## config.mk

```make
export PLATFORM = sky130hd
export DESIGN_NAME = sifive_insight_itl_d_responder_flat
export DESIGN_NICKNAME = d
export VERILOG_FILES = /design/src/rtl/sifive_insight_itl_d_responder_if.sv /design/src/rtl/sifive_insight_itl_d_responder.sv /design/src/flat_wrapper.sv
export SDC_FILE = /design/constraint.sdc
export NUM_CORES = 1
export LEC_CHECK = 0
export CAP_MARGIN = 5
export CORE_MARGIN = 5
export CORE_UTILIZATION = 46
export CTS_CLUSTER_SIZE = 12
export DETAILED_ROUTE_END_ITERATION = 8
export PLACE_DENSITY = 0.84
export SLEW_MARGIN = 20
export SYNTH_ARGS = -nofsm -noshare
export SYNTH_HDL_FRONTEND = slang
export SYNTH_SLANG_ARGS = --single-unit
```

## constraint.sdc

```tcl
create_clock -name clock -period 5.85 [get_ports clock]
set_input_delay 0.8775 -clock clock [delete_from_list [all_inputs] [get_ports clock]]
set_output_delay 0.8775 -clock clock [all_outputs]
set_load 0.02 [all_outputs]
```

## src/rtl/sifive_insight_itl_d_responder_if.sv

```systemverilog
`default_nettype none
// +------------------------------------------------------------------------+
// | Interface : sifive_insight_itl_d_responder_if                          |
// | Brief     : TileLink-UL A/D channel bundle for the instruction fetch   |
// |             responder. master = requester side, slave = responder.     |
// | Revision  : 1.0  initial release                                       |
// +------------------------------------------------------------------------+
interface sifive_insight_itl_d_responder_if #(
    parameter int ADDR_W   = 32,
    parameter int DATA_W   = 32,
    parameter int SOURCE_W = 2
);
    // A channel
    logic                a_valid;
    logic                a_ready;
    logic [2:0]          a_opcode;
    logic [1:0]          a_size;
    logic [SOURCE_W-1:0] a_source;
    logic [ADDR_W-1:0]   a_address;

    // D channel
    logic                d_valid;
    logic                d_ready;
    logic [2:0]          d_opcode;
    logic [1:0]          d_size;
    logic [SOURCE_W-1:0] d_source;
    logic [DATA_W-1:0]   d_data;
    logic                d_denied;
    logic                d_corrupt;
    logic                d_user;

    modport master (
        output a_valid, a_opcode, a_size, a_source, a_address, d_ready,
        input  a_ready, d_valid, d_opcode, d_size, d_source, d_data,
               d_denied, d_corrupt, d_user
    );

    modport slave (
        input  a_valid, a_opcode, a_size, a_source, a_address, d_ready,
        output a_ready, d_valid, d_opcode, d_size, d_source, d_data,
               d_denied, d_corrupt, d_user
    );
endinterface
`default_nettype wire

```

## src/rtl/sifive_insight_itl_d_responder.sv

```systemverilog
`default_nettype none
// +------------------------------------------------------------------------+
// | Module   : sifive_insight_itl_d_responder                              |
// | Brief    : TileLink-UL Get responder in front of a synchronous         |
// |            instruction SRAM. One-cycle read, DEPTH-entry response      |
// |            FIFO with empty-FIFO bypass, credit-based a_ready.          |
// | Options  : INSIGHT_ITL_D_USER_PARITY_EN - d_user carries even parity   |
// |            of d_data (stored per FIFO entry); otherwise d_user = 0.    |
// | Revision : 1.0  initial release                                        |
// +------------------------------------------------------------------------+
module sifive_insight_itl_d_responder #(
    parameter int ADDR_W   = 32,
    parameter int DATA_W   = 32,
    parameter int SOURCE_W = 2,
    parameter int MEM_AW   = 12,
    parameter int DEPTH    = 2
) (
    input  wire logic                  clock,
    input  wire logic                  reset_n,
    sifive_insight_itl_d_responder_if.slave tl,
    output logic                       mem_en,
    output logic [MEM_AW-1:0]          mem_addr,
    input  wire logic [DATA_W-1:0]     mem_rdata
);

    localparam int c_ptr_w = $clog2(DEPTH);
    localparam int c_cnt_w = c_ptr_w + 1;
    localparam int c_occ_w = c_cnt_w + 1;
    localparam logic [c_occ_w-1:0] c_depth    = c_occ_w'(DEPTH);
    localparam logic [c_ptr_w-1:0] c_ptr_one  = c_ptr_w'(1);
    localparam logic [c_cnt_w-1:0] c_cnt_one  = c_cnt_w'(1);

    // ---------------------------------------------------------------
    // State
    // ---------------------------------------------------------------
    logic [c_ptr_w-1:0]  r_wr_ptr;
    logic [c_ptr_w-1:0]  r_rd_ptr;
    logic [c_cnt_w-1:0]  r_count;

    // In-flight stage: request accepted last cycle, SRAM data arriving now
    logic                r_inflight;
    logic [SOURCE_W-1:0] r_if_source;
    logic [1:0]          r_if_size;
    logic                r_if_denied;

    // Response FIFO storage
    logic [SOURCE_W-1:0] r_fifo_source [DEPTH];
    logic [1:0]          r_fifo_size   [DEPTH];
    logic                r_fifo_denied [DEPTH];
    logic [DATA_W-1:0]   r_fifo_data   [DEPTH];
`ifdef INSIGHT_ITL_D_USER_PARITY_EN
    logic                r_fifo_user   [DEPTH];
`endif

    // ---------------------------------------------------------------
    // Combinational control
    // ---------------------------------------------------------------
    logic [c_occ_w-1:0]  w_occ;
    logic                w_accept;
    logic                w_hi_zero;
    logic                w_legal;
    logic                w_fifo_empty;
    logic                w_d_valid;
    logic                w_pop;
    logic                w_pop_fifo;
    logic                w_push;
    logic [DATA_W-1:0]   w_push_data;
`ifdef INSIGHT_ITL_D_USER_PARITY_EN
    logic                w_push_user;
`endif

    // Address bits above the SRAM window must be zero; skip when there are none
    generate
        if (ADDR_W > MEM_AW + 2) begin : g_hi_addr
            assign w_hi_zero = (tl.a_address[ADDR_W-1:MEM_AW+2] == '0);
        end else begin : g_no_hi_addr
            assign w_hi_zero = 1'b1;
        end
    endgenerate

    // Every accepted request holds one credit until its response is popped
    assign w_occ        = c_occ_w'(r_count) + c_occ_w'(r_inflight);
    assign tl.a_ready   = (w_occ < c_depth);
    assign w_accept     = reset_n && tl.a_valid && tl.a_ready;
    assign w_legal      = (tl.a_opcode == 3'd4) && (tl.a_size == 2'd2) &&
                          (tl.a_address[1:0] == 2'b00) && w_hi_zero;
    assign mem_en       = w_accept && w_legal;
    assign mem_addr     = tl.a_address[MEM_AW+1:2];

    assign w_fifo_empty = (r_count == '0);
    assign w_d_valid    = !w_fifo_empty || r_inflight;
    assign w_pop        = w_d_valid && tl.d_ready;
    assign w_pop_fifo   = w_pop && !w_fifo_empty;
    // A bypassed response that is taken immediately never enters the FIFO
    assign w_push       = r_inflight && !(w_fifo_empty && w_pop);
    assign w_push_data  = r_if_denied ? '0 : mem_rdata;
`ifdef INSIGHT_ITL_D_USER_PARITY_EN
    assign w_push_user  = ^w_push_data;
`endif

    // D channel: FIFO head when non-empty, otherwise the in-flight bypass
    always_comb begin
        tl.d_valid  = w_d_valid;
        tl.d_opcode = 3'd1;
        tl.d_size   = 2'd0;
        tl.d_source = '0;
        tl.d_data   = '0;
        tl.d_denied = 1'b0;
        tl.d_user   = 1'b0;
        if (!w_fifo_empty) begin
            tl.d_size   = r_fifo_size[r_rd_ptr];
            tl.d_source = r_fifo_source[r_rd_ptr];
            tl.d_data   = r_fifo_data[r_rd_ptr];
            tl.d_denied = r_fifo_denied[r_rd_ptr];
`ifdef INSIGHT_ITL_D_USER_PARITY_EN
            tl.d_user   = r_fifo_user[r_rd_ptr];
`endif
        end else if (r_inflight) begin
            tl.d_size   = r_if_size;
            tl.d_source = r_if_source;
            tl.d_data   = w_push_data;
            tl.d_denied = r_if_denied;
`ifdef INSIGHT_ITL_D_USER_PARITY_EN
            tl.d_user   = w_push_user;
`endif
        end
    end

    assign tl.d_corrupt = tl.d_denied;

    // ---------------------------------------------------------------
    // Sequential logic
    // ---------------------------------------------------------------

    // In-flight stage, FIFO pointers and occupancy; reset drops everything
    always_ff @(posedge clock) begin
        if (!reset_n) begin
            r_inflight  <= 1'b0;
            r_if_source <= '0;
            r_if_size   <= 2'd0;
            r_if_denied <= 1'b0;
            r_wr_ptr    <= '0;
            r_rd_ptr    <= '0;
            r_count     <= '0;
        end else begin
            r_inflight <= w_accept;
            if (w_accept) begin
                r_if_source <= tl.a_source;
                r_if_size   <= tl.a_size;
                r_if_denied <= !w_legal;
            end
            if (w_push) begin
                r_wr_ptr <= r_wr_ptr + c_ptr_one;
            end
            if (w_pop_fifo) begin
                r_rd_ptr <= r_rd_ptr + c_ptr_one;
            end
            case ({w_push, w_pop_fifo})
                2'b10:   r_count <= r_count + c_cnt_one;
                2'b01:   r_count <= r_count - c_cnt_one;
                default: r_count <= r_count;
            endcase
        end
    end

    // FIFO payload write; contents are don't-care until the pointers say valid
    always_ff @(posedge clock) begin
        if (reset_n && w_push) begin
            r_fifo_source[r_wr_ptr] <= r_if_source;
            r_fifo_size[r_wr_ptr]   <= r_if_size;
            r_fifo_denied[r_wr_ptr] <= r_if_denied;
            r_fifo_data[r_wr_ptr]   <= w_push_data;
`ifdef INSIGHT_ITL_D_USER_PARITY_EN
            r_fifo_user[r_wr_ptr]   <= w_push_user;
`endif
        end
    end

    // Credit scheme must make a push into a full FIFO impossible
    a_no_overflow : assert property (@(posedge clock) disable iff (!reset_n)
        !(w_push && !w_pop_fifo && (r_count == c_cnt_w'(DEPTH))));

endmodule
`default_nettype wire
```

## src/flat_wrapper.sv

```systemverilog
// flat-port wrapper written by rule: the top's interface ports become plain ports
module sifive_insight_itl_d_responder_flat 
#(
    parameter int ADDR_W   = 32,
    parameter int DATA_W   = 32,
    parameter int SOURCE_W = 2,
    parameter int MEM_AW   = 12,
    parameter int DEPTH    = 2
)
  (clock, reset_n, mem_en, mem_addr, mem_rdata, tl_a_valid, tl_a_opcode, tl_a_size, tl_a_source, tl_a_address, tl_d_ready, tl_a_ready, tl_d_valid, tl_d_opcode, tl_d_size, tl_d_source, tl_d_data, tl_d_denied, tl_d_corrupt, tl_d_user);
  sifive_insight_itl_d_responder_if #(.ADDR_W(ADDR_W), .DATA_W(DATA_W), .SOURCE_W(SOURCE_W)) tl_i ();
  input  wire logic clock;
  input  wire logic reset_n;
  output logic mem_en;
  output logic [MEM_AW-1:0] mem_addr;
  input  wire logic [DATA_W-1:0] mem_rdata;
  input wire logic [$bits(tl_i.a_valid)-1:0] tl_a_valid;
  input wire logic [$bits(tl_i.a_opcode)-1:0] tl_a_opcode;
  input wire logic [$bits(tl_i.a_size)-1:0] tl_a_size;
  input wire logic [$bits(tl_i.a_source)-1:0] tl_a_source;
  input wire logic [$bits(tl_i.a_address)-1:0] tl_a_address;
  input wire logic [$bits(tl_i.d_ready)-1:0] tl_d_ready;
  output wire logic [$bits(tl_i.a_ready)-1:0] tl_a_ready;
  output wire logic [$bits(tl_i.d_valid)-1:0] tl_d_valid;
  output wire logic [$bits(tl_i.d_opcode)-1:0] tl_d_opcode;
  output wire logic [$bits(tl_i.d_size)-1:0] tl_d_size;
  output wire logic [$bits(tl_i.d_source)-1:0] tl_d_source;
  output wire logic [$bits(tl_i.d_data)-1:0] tl_d_data;
  output wire logic [$bits(tl_i.d_denied)-1:0] tl_d_denied;
  output wire logic [$bits(tl_i.d_corrupt)-1:0] tl_d_corrupt;
  output wire logic [$bits(tl_i.d_user)-1:0] tl_d_user;
  assign tl_i.a_valid = tl_a_valid;
  assign tl_i.a_opcode = tl_a_opcode;
  assign tl_i.a_size = tl_a_size;
  assign tl_i.a_source = tl_a_source;
  assign tl_i.a_address = tl_a_address;
  assign tl_i.d_ready = tl_d_ready;
  assign tl_a_ready = tl_i.a_ready;
  assign tl_d_valid = tl_i.d_valid;
  assign tl_d_opcode = tl_i.d_opcode;
  assign tl_d_size = tl_i.d_size;
  assign tl_d_source = tl_i.d_source;
  assign tl_d_data = tl_i.d_data;
  assign tl_d_denied = tl_i.d_denied;
  assign tl_d_corrupt = tl_i.d_corrupt;
  assign tl_d_user = tl_i.d_user;
  sifive_insight_itl_d_responder #(.ADDR_W(ADDR_W), .DATA_W(DATA_W), .SOURCE_W(SOURCE_W), .MEM_AW(MEM_AW), .DEPTH(DEPTH)) u_core (.clock(clock), .reset_n(reset_n), .tl(tl_i), .mem_en(mem_en), .mem_addr(mem_addr), .mem_rdata(mem_rdata));
endmodule
```

==> summary.md <==
| Metric | Value |
|---|---|
| CTS Sinks | 85 |
| Vias | ~2700 |
| Final-stage net count | 481 |
| Setup crit end kind | output pin |
| Cts repair resizes | 0 |
| Slowest cell on the critical path | clkdlybuf4s50_1 |
| Area share of fa/ha/maj cells after synthesis | 0.00317 |
| Post-synth top area share | 0.563 |
| Hold path cells | 0 |
| Reg2Reg Capture Point | u_core.r_count[1] |
| Post-Synth Simple-Gate Area | 0.139 |
| DRT antenna net count | 0 |
| Tcrit/Tclk final | 0.632 |
| Most used DFF post-synth | edfxtp_1 |
| Worst Path Arrival | approximately 2.8 ns |
| Xor and xnor area share after synthesis | 0.00666 |
| Pre-CTS WS | 2.15 ns |
| RSZ-0062 raised after global routing | false |
| FP Rows | 33 |
| P per Cell Area | ~370 nW/um^2 |
| Post-synth cell types | 30 |
| Worst R2R Path Depth | 4 |
| WP buf/inv | 2 |
| Compound-gate portion of the synthesized area | 0.0644 |
| Htree depth | 3 |
| Post-synthesis cell count | 320 |
| DRC viols | 0 |
| Worst setup margin | 2.15 ns |
| GPL Wtd Cong | 0.702 |
| Vias in the first global route | 2886 |
| Ranking of synthesized cells by area | edfxtp_1, mux2i_1, dfxtp_1 |
| Root Driver | clkbuf_8 |
| Vias per cell | around 5.2 |
| Synth top cells by count | edfxtp_1, mux2i_1, o21ai_0 |
| Port Buf Inserts | 103 |
| Post-Syn Area per Cell | 12.3 sq um |
| WS Path Type | input pin to output pin |
| Starting DRT DRC Count | 100 |
| Crit path max fanout | 2 |
| Synth-to-Final Area Change | 30.3% |
| Final hold vios | 0 |
| Placed insts | 499 |
| Final Cell Area | 5140 sq um |
| Critical Path RT | 4.97 ns |
| Core area | 8300 sq um |
| Chip width | 103 um |
| Insertion delay to the later sink of the worst-skew pair | 0.34 ns |
| Yosys warnings | 0 |
| Initial antenna violation count | 0 |
| Outcome | completed |
| Max rail drop VDD | about 180 uV |
| Initial Util | 0.475 |
| Pins Over Slew Limit | 0 |
| Cts hold-fix bufs | 0 |
| Final Util | 0.619 |
| First-pass GRT wire length | 13700 um |
| Hold path startpoint | u_core.r_if_source[0] |
| Mux cell area share after synthesis | 0.101 |
| Hold Path Sink | u_core.r_fifo_source[0][0] |
| WL final | 8440 um |
| Largest net degree at the start of global routing | 44 |
| DR pass1 iterations | 4 |
| Reg-to-reg slack, setup | 3.72 ns |
| Die ar. | approximately 11000 sq um |
| Ports | about 130 |
| Slew HR | 0.417 |
| Delay-heaviest family, CP | buffers and inverters |
| Gr usage total | 0.168 |
| Clock Path Buffers | 2 |
| Final Skew | 0.0131 ns |
| Worst slew pin tran | 0.875 ns |
| Leading area contributor after synthesis | edfxtp_1 |
| Top-count cell post-synth | edfxtp_1 |
| Startpoint types | input pin |
| Fin cells | 515 |
| Leakage | 1.69 nW |
| CTS Buf Count | 9 |
| Die height | between 100 and 150 um |
| CP Depth | 5 |
| CTS tree | built |
| Share of layout cells above drive strength 1 | 0.0610 |
| Post-synth EDFFs | 74 |
| Max-cap violations | 0 |
| Main combinational cell family by area after synthesis | simple AND/OR/NAND/NOR gates |
| Fill cell count | roughly 650 |
| Endpoints failing setup | 0 |
| Setup_tns | 0 ns |
| Synth Cell Area | approximately 3900 sq um |
| HPWL after DPL | 5700 um |
| Tightest Hold Check Type | register to register |
| CP peak stage delay | around 0.66 ns |
| Min Tclk post-route | 3.70 ns |
| Seq cells post-synth | 85 |
| Post-CTS setup buffers | 0 |
| Max Fclk | 270 MHz |
| Crit-path most repeated cell | clkdlybuf4s50_1 |
| Worst R2R Start | u_core.r_inflight |
| Clock transition time at the flip-flop clock pins of the worst setup and hold paths | 0.08 ns |
| Cell breakdown of the critical path | clkdlybuf4s50_1 -> nor4b_1 -> nand4_1 -> nor4_1 -> clkdlybuf4s50_1 |
| Antenna cells | 0 |
| Total grt overflow | 0 |
| Seq/Total Area, Yosys | 0.619 |
| Async S/R FF share, synth | 0 |
| Post-DR wirelength/cell | 16.4 um |
| DP Area | 4960 sq um |
worst register-to-register path, stage by stage (launching register included):
cell and delay, ns:
dfxtp_2 0.91, nand2b_1 0.27, ha_1 0.40, or3_1 0.35, a21oi_1 0.13
kinds of logic (layout without fill, tap and decap cells):
kind of cell    after synthesis  after routing
simple gates                 97             97
flops                        85             85
compound gates               46             46
buf+inv                      46            134
mux                          40             40
xor+xnor                      3              3
other cells                   2              4
fa+ha+maj                     1              1
routing by layer:
layer  GRT usage  share of wire  vias up
li1            -              -     1313
met2       0.295           0.53      108
met4      0.0414         0.0052        0
met3      0.0616          0.089        7
met1       0.194           0.38     1262
met5           0              0        -
placed cells by master, fill, tap and decap left out, drive strengths merged, types with 2 or more instances in the layout:
cell / count
or3: 3
buf: 6
nand2: 7
o21ai: 39
inv: 9
nor3: 2
edfxtp: 74
conb: 4
a21oi: 4
nor2b: 33
nor4b: 2
xor2: 2
nor2: 5
clkinv: 2
dfxtp: 11
nor4: 4
clkdlybuf4s50: 103
mux2i: 40
clkbuf: 13
nand3: 37
stage by stage:
stage	hold slack, ns	power [mW]
final	0.506	1.92
after CTS	0.499	1.94
after global placement	0.460	1.54
after floorplan	0.447	1.24
after global routing	0.529	2.03
after detailed placement	0.481	1.56
worst max path at each step:
stage	to	start
3_5_place_dp	mem_en	tl_a_size[0]
6_report	mem_en	tl_a_size[0]
3_3_place_gp	mem_en	tl_a_opcode[0]
5_1_grt	tl_d_data[20]	u_core.r_count[0]
2_1_floorplan	u_core.r_fifo_data[0][0]	reset_n
4_1_cts	mem_en	tl_a_size[0]
final cells by class:
class,instances,area [sq um],area share
Sequential cell,85,2450,0.476
Multi-Input combinational cell,191,1270,0.248
Clock inverter,3,38.8,0.00755
Clock buffer,13,139,0.0270
Tap cell,105,131,0.0256
Timing Repair Buffer,109,1080,0.209
Inverter,9,33.8,0.00657
state kept, by name, indices dropped and copies added, names as in the netlist, named ones only:
name                  cells
u_core.r_count            2
u_core.r_fifo_data       64
u_core.r_fifo_denied      2
u_core.r_fifo_size        4
u_core.r_fifo_source      4
u_core.r_if_denied        1
u_core.r_if_size          2
u_core.r_if_source        2
u_core.r_inflight         1
u_core.r_rd_ptr           1
u_core.r_wr_ptr           1
report_power, final:
group	internal, mW	switching [mW]	total, mW
Combinational	0.345	0.405	0.750
Clock	0.196	0.186	0.382
Sequential	0.710	0.0791	0.789
Total	1.25	0.670	1.92
Power figures use the tool's default switching activity.
==> patch: new RTL, same flow settings <==
Build with the macro `INSIGHT_ITL_D_USER_PARITY_EN` defined.
--- a/src/rtl/sifive_insight_itl_d_responder.sv
+++ b/src/rtl/sifive_insight_itl_d_responder.sv
@@ -9,4 +9,6 @@
 // | Revision : 1.0  initial release                                        |
 // +------------------------------------------------------------------------+
+`define INSIGHT_ITL_D_USER_PARITY_EN
+
 module sifive_insight_itl_d_responder #(
     parameter int ADDR_W   = 32,
Function: changed (a bounded check fails within 4 cycles, from zero or initial values and one cycle with reset_n low).
==> patch against the unedited design <==
Worst setup slack got worse by 0.35 ns; design area is 7.4% higher; area after synthesis rose by 7.3%; wire length rose by 5.5%; synthesized cell count is 9.1% higher; die area grew 6.6%; combinational power grew 23%; critical path depth increased by 3; core utilization fell by 1.4 points; sequential power grew 2.9%; power grew 15%; sequential cell count increased by 2; clock power is 25% higher; final cell count up 6.6%; critical path type unchanged; largest cell class unchanged.
==> patch: results (changes against the unedited design) <==
buffers added on ports -> 104 (+0.97%)
pre-CTS WS -> 1.77 ns (-0.376 ns)
Nets -> 509 (+5.8%)
Worst R2R Start -> u_core.r_count[1]
Yosys cell types -> 31 (+3.3%)
Synth top cells by count -> 76 x edfxtp_1, 43 x nand2_1, 41 x o21ai_1
clock buffers -> 12 (-1)
gpl congestion -> 0.764 (+8.9%)
FILL cells -> 734 (+12%)
Adder-Cell Fraction of Synth Area -> 0.296% (-0.022 points)
hold_ws -> 0.481 ns (-0.0244 ns)
largest cells by area after synthesis -> edfxtp_1 54%, mux2i_1 9.0%, xnor2_1 6.2%
measured slew at the worst slew-check pin -> 1.04 ns (+0.168 ns)
final wirelength -> 8900 um (+5.5%)
sequential cells -> 87 (+2.4%)
Non-clk bufs -> 107 (-1.8%)
CP arrival -> 3.17 ns (+0.35 ns)
fraction of area in registers -> 45.4% (-2.2 points)
Peak VDD IR -> 0.287 mV (+57%)
Min-Delay Startpoint -> u_core.r_if_source[1]
H-tree depth -> 3 (unchanged)
Multi-input gate area -> 1550 um^2 (+22%)
leak pwr -> 1.76 nW (+4.3%)
DP HPWL -> 6100 um (+7.1%)
comb_multi_in -> 226 (+18%)
Synth Area in Compound Gates -> 5.53% (-0.91 points)
vias -> 2780 (+3.3%)
largest net degree at the start of global routing -> 46 (+4.5%)
maximum net fanout on the critical path -> 3 (+1)
First-pass DRT Iterations -> 5 (+1)
XOR/XNOR share of the synthesized area -> 7.24% (+6.6 points)
first-pass GRT wire length -> 14300 um (+4.7%)
Post-synth EDFFs -> 76 (+2.7%)
hold path depth -> 2 (+2)
Min-Delay Endpoint -> u_core.r_if_source[1]
status -> finished clean
Inverters, non-clock -> 2 (-7)
sequential share of the synthesized area -> 59.1% (-2.8 points)
Worst Skew -> 0.0105 ns (-0.00263 ns)
flop2flop setup slack -> 3.32 ns (-0.40 ns)
Reg2Reg Capture Point -> u_core.r_fifo_data[1][19]
clk tree area frac -> 4.15% (+0.69 points)
non-clk buf share -> 19.6% (-1.3 points)
overall routing resource usage -> 16.1% (-0.64 points)
vias in the first global route -> 2903 (+0.59%)
post-synthesis mux area share -> 8.99% (-1.2 points)
share of layout cells above drive strength 1 -> 5.94% (-0.16 points)
Starting DRT DRC Count -> 101 (+1.0%)
==> patch: cell types whose count changed after synthesis, sizes merged, moves of 3 or more <==
| cell | change |
|---|---|
| xor2 | +3 |
| inv | -7 |
| xnor2 | +29 |
| clkbuf | +5 |
| and2 | +3 |
| o21ai | +3 |
| buf | -7 |
| nand2 | +36 |
| nand3 | -32 |
==> patch: stage by stage <==
stage | cell area (um^2) | instances
after floorplan | 4240 | 350
after global placement | 5260 | 532
after detailed placement | 5260 | 532
after CTS | 5490 | 548
after global routing | 5520 | 549
final | 5520 | 549
==> patch: how the worst max path moves through the flow <==
stage	end	slack (ns)	start
after floorplan	u_core.r_fifo_data[0][0]	2.63	tl_d_ready
after global placement	tl_d_user	1.83	mem_rdata[1]
after global routing	mem_en	1.65	reset_n
final	tl_d_user	1.81	mem_rdata[2]
after CTS	tl_d_user	1.77	mem_rdata[2]
after detailed placement	tl_d_user	1.77	mem_rdata[2]
==> patch: cell families after synthesis <==
kind of cell,count (synthesis)
XOR/XNOR,35
AND/OR/NAND/NOR,103
other,2
buffers and inverters,37
AO/OA/AOI/OAI,46
flip-flops,87
adder cells (fa/ha/maj),1
multiplexers,38
==> patch: worst register-to-register path, stage by stage, from the launching register on <==
cell and delay, ns:
dfxtp_1 0.40, nor2_4 0.84, nand2_1 0.11, and2_1 0.24
and3_2 0.55
==> patch: metal layers <==
metal / up-vias / share of wire [%] / GRT usage (%)
li1: 1377 / - / -
met1: 1308 / 40 / 18.1
met2: 85 / 52 / 29.2
met3: 10 / 7.4 / 5.40
met4: 0 / 0.72 / 4.35
met5: - / 0 / 0
==> patch: where the power goes <==
group          internal, W  switching (W)  leakage [nW]
clock network     0.000283       0.000194         0.112
registers         0.000737      0.0000744         0.788
logic             0.000438       0.000488         0.864
total              0.00146       0.000756          1.76
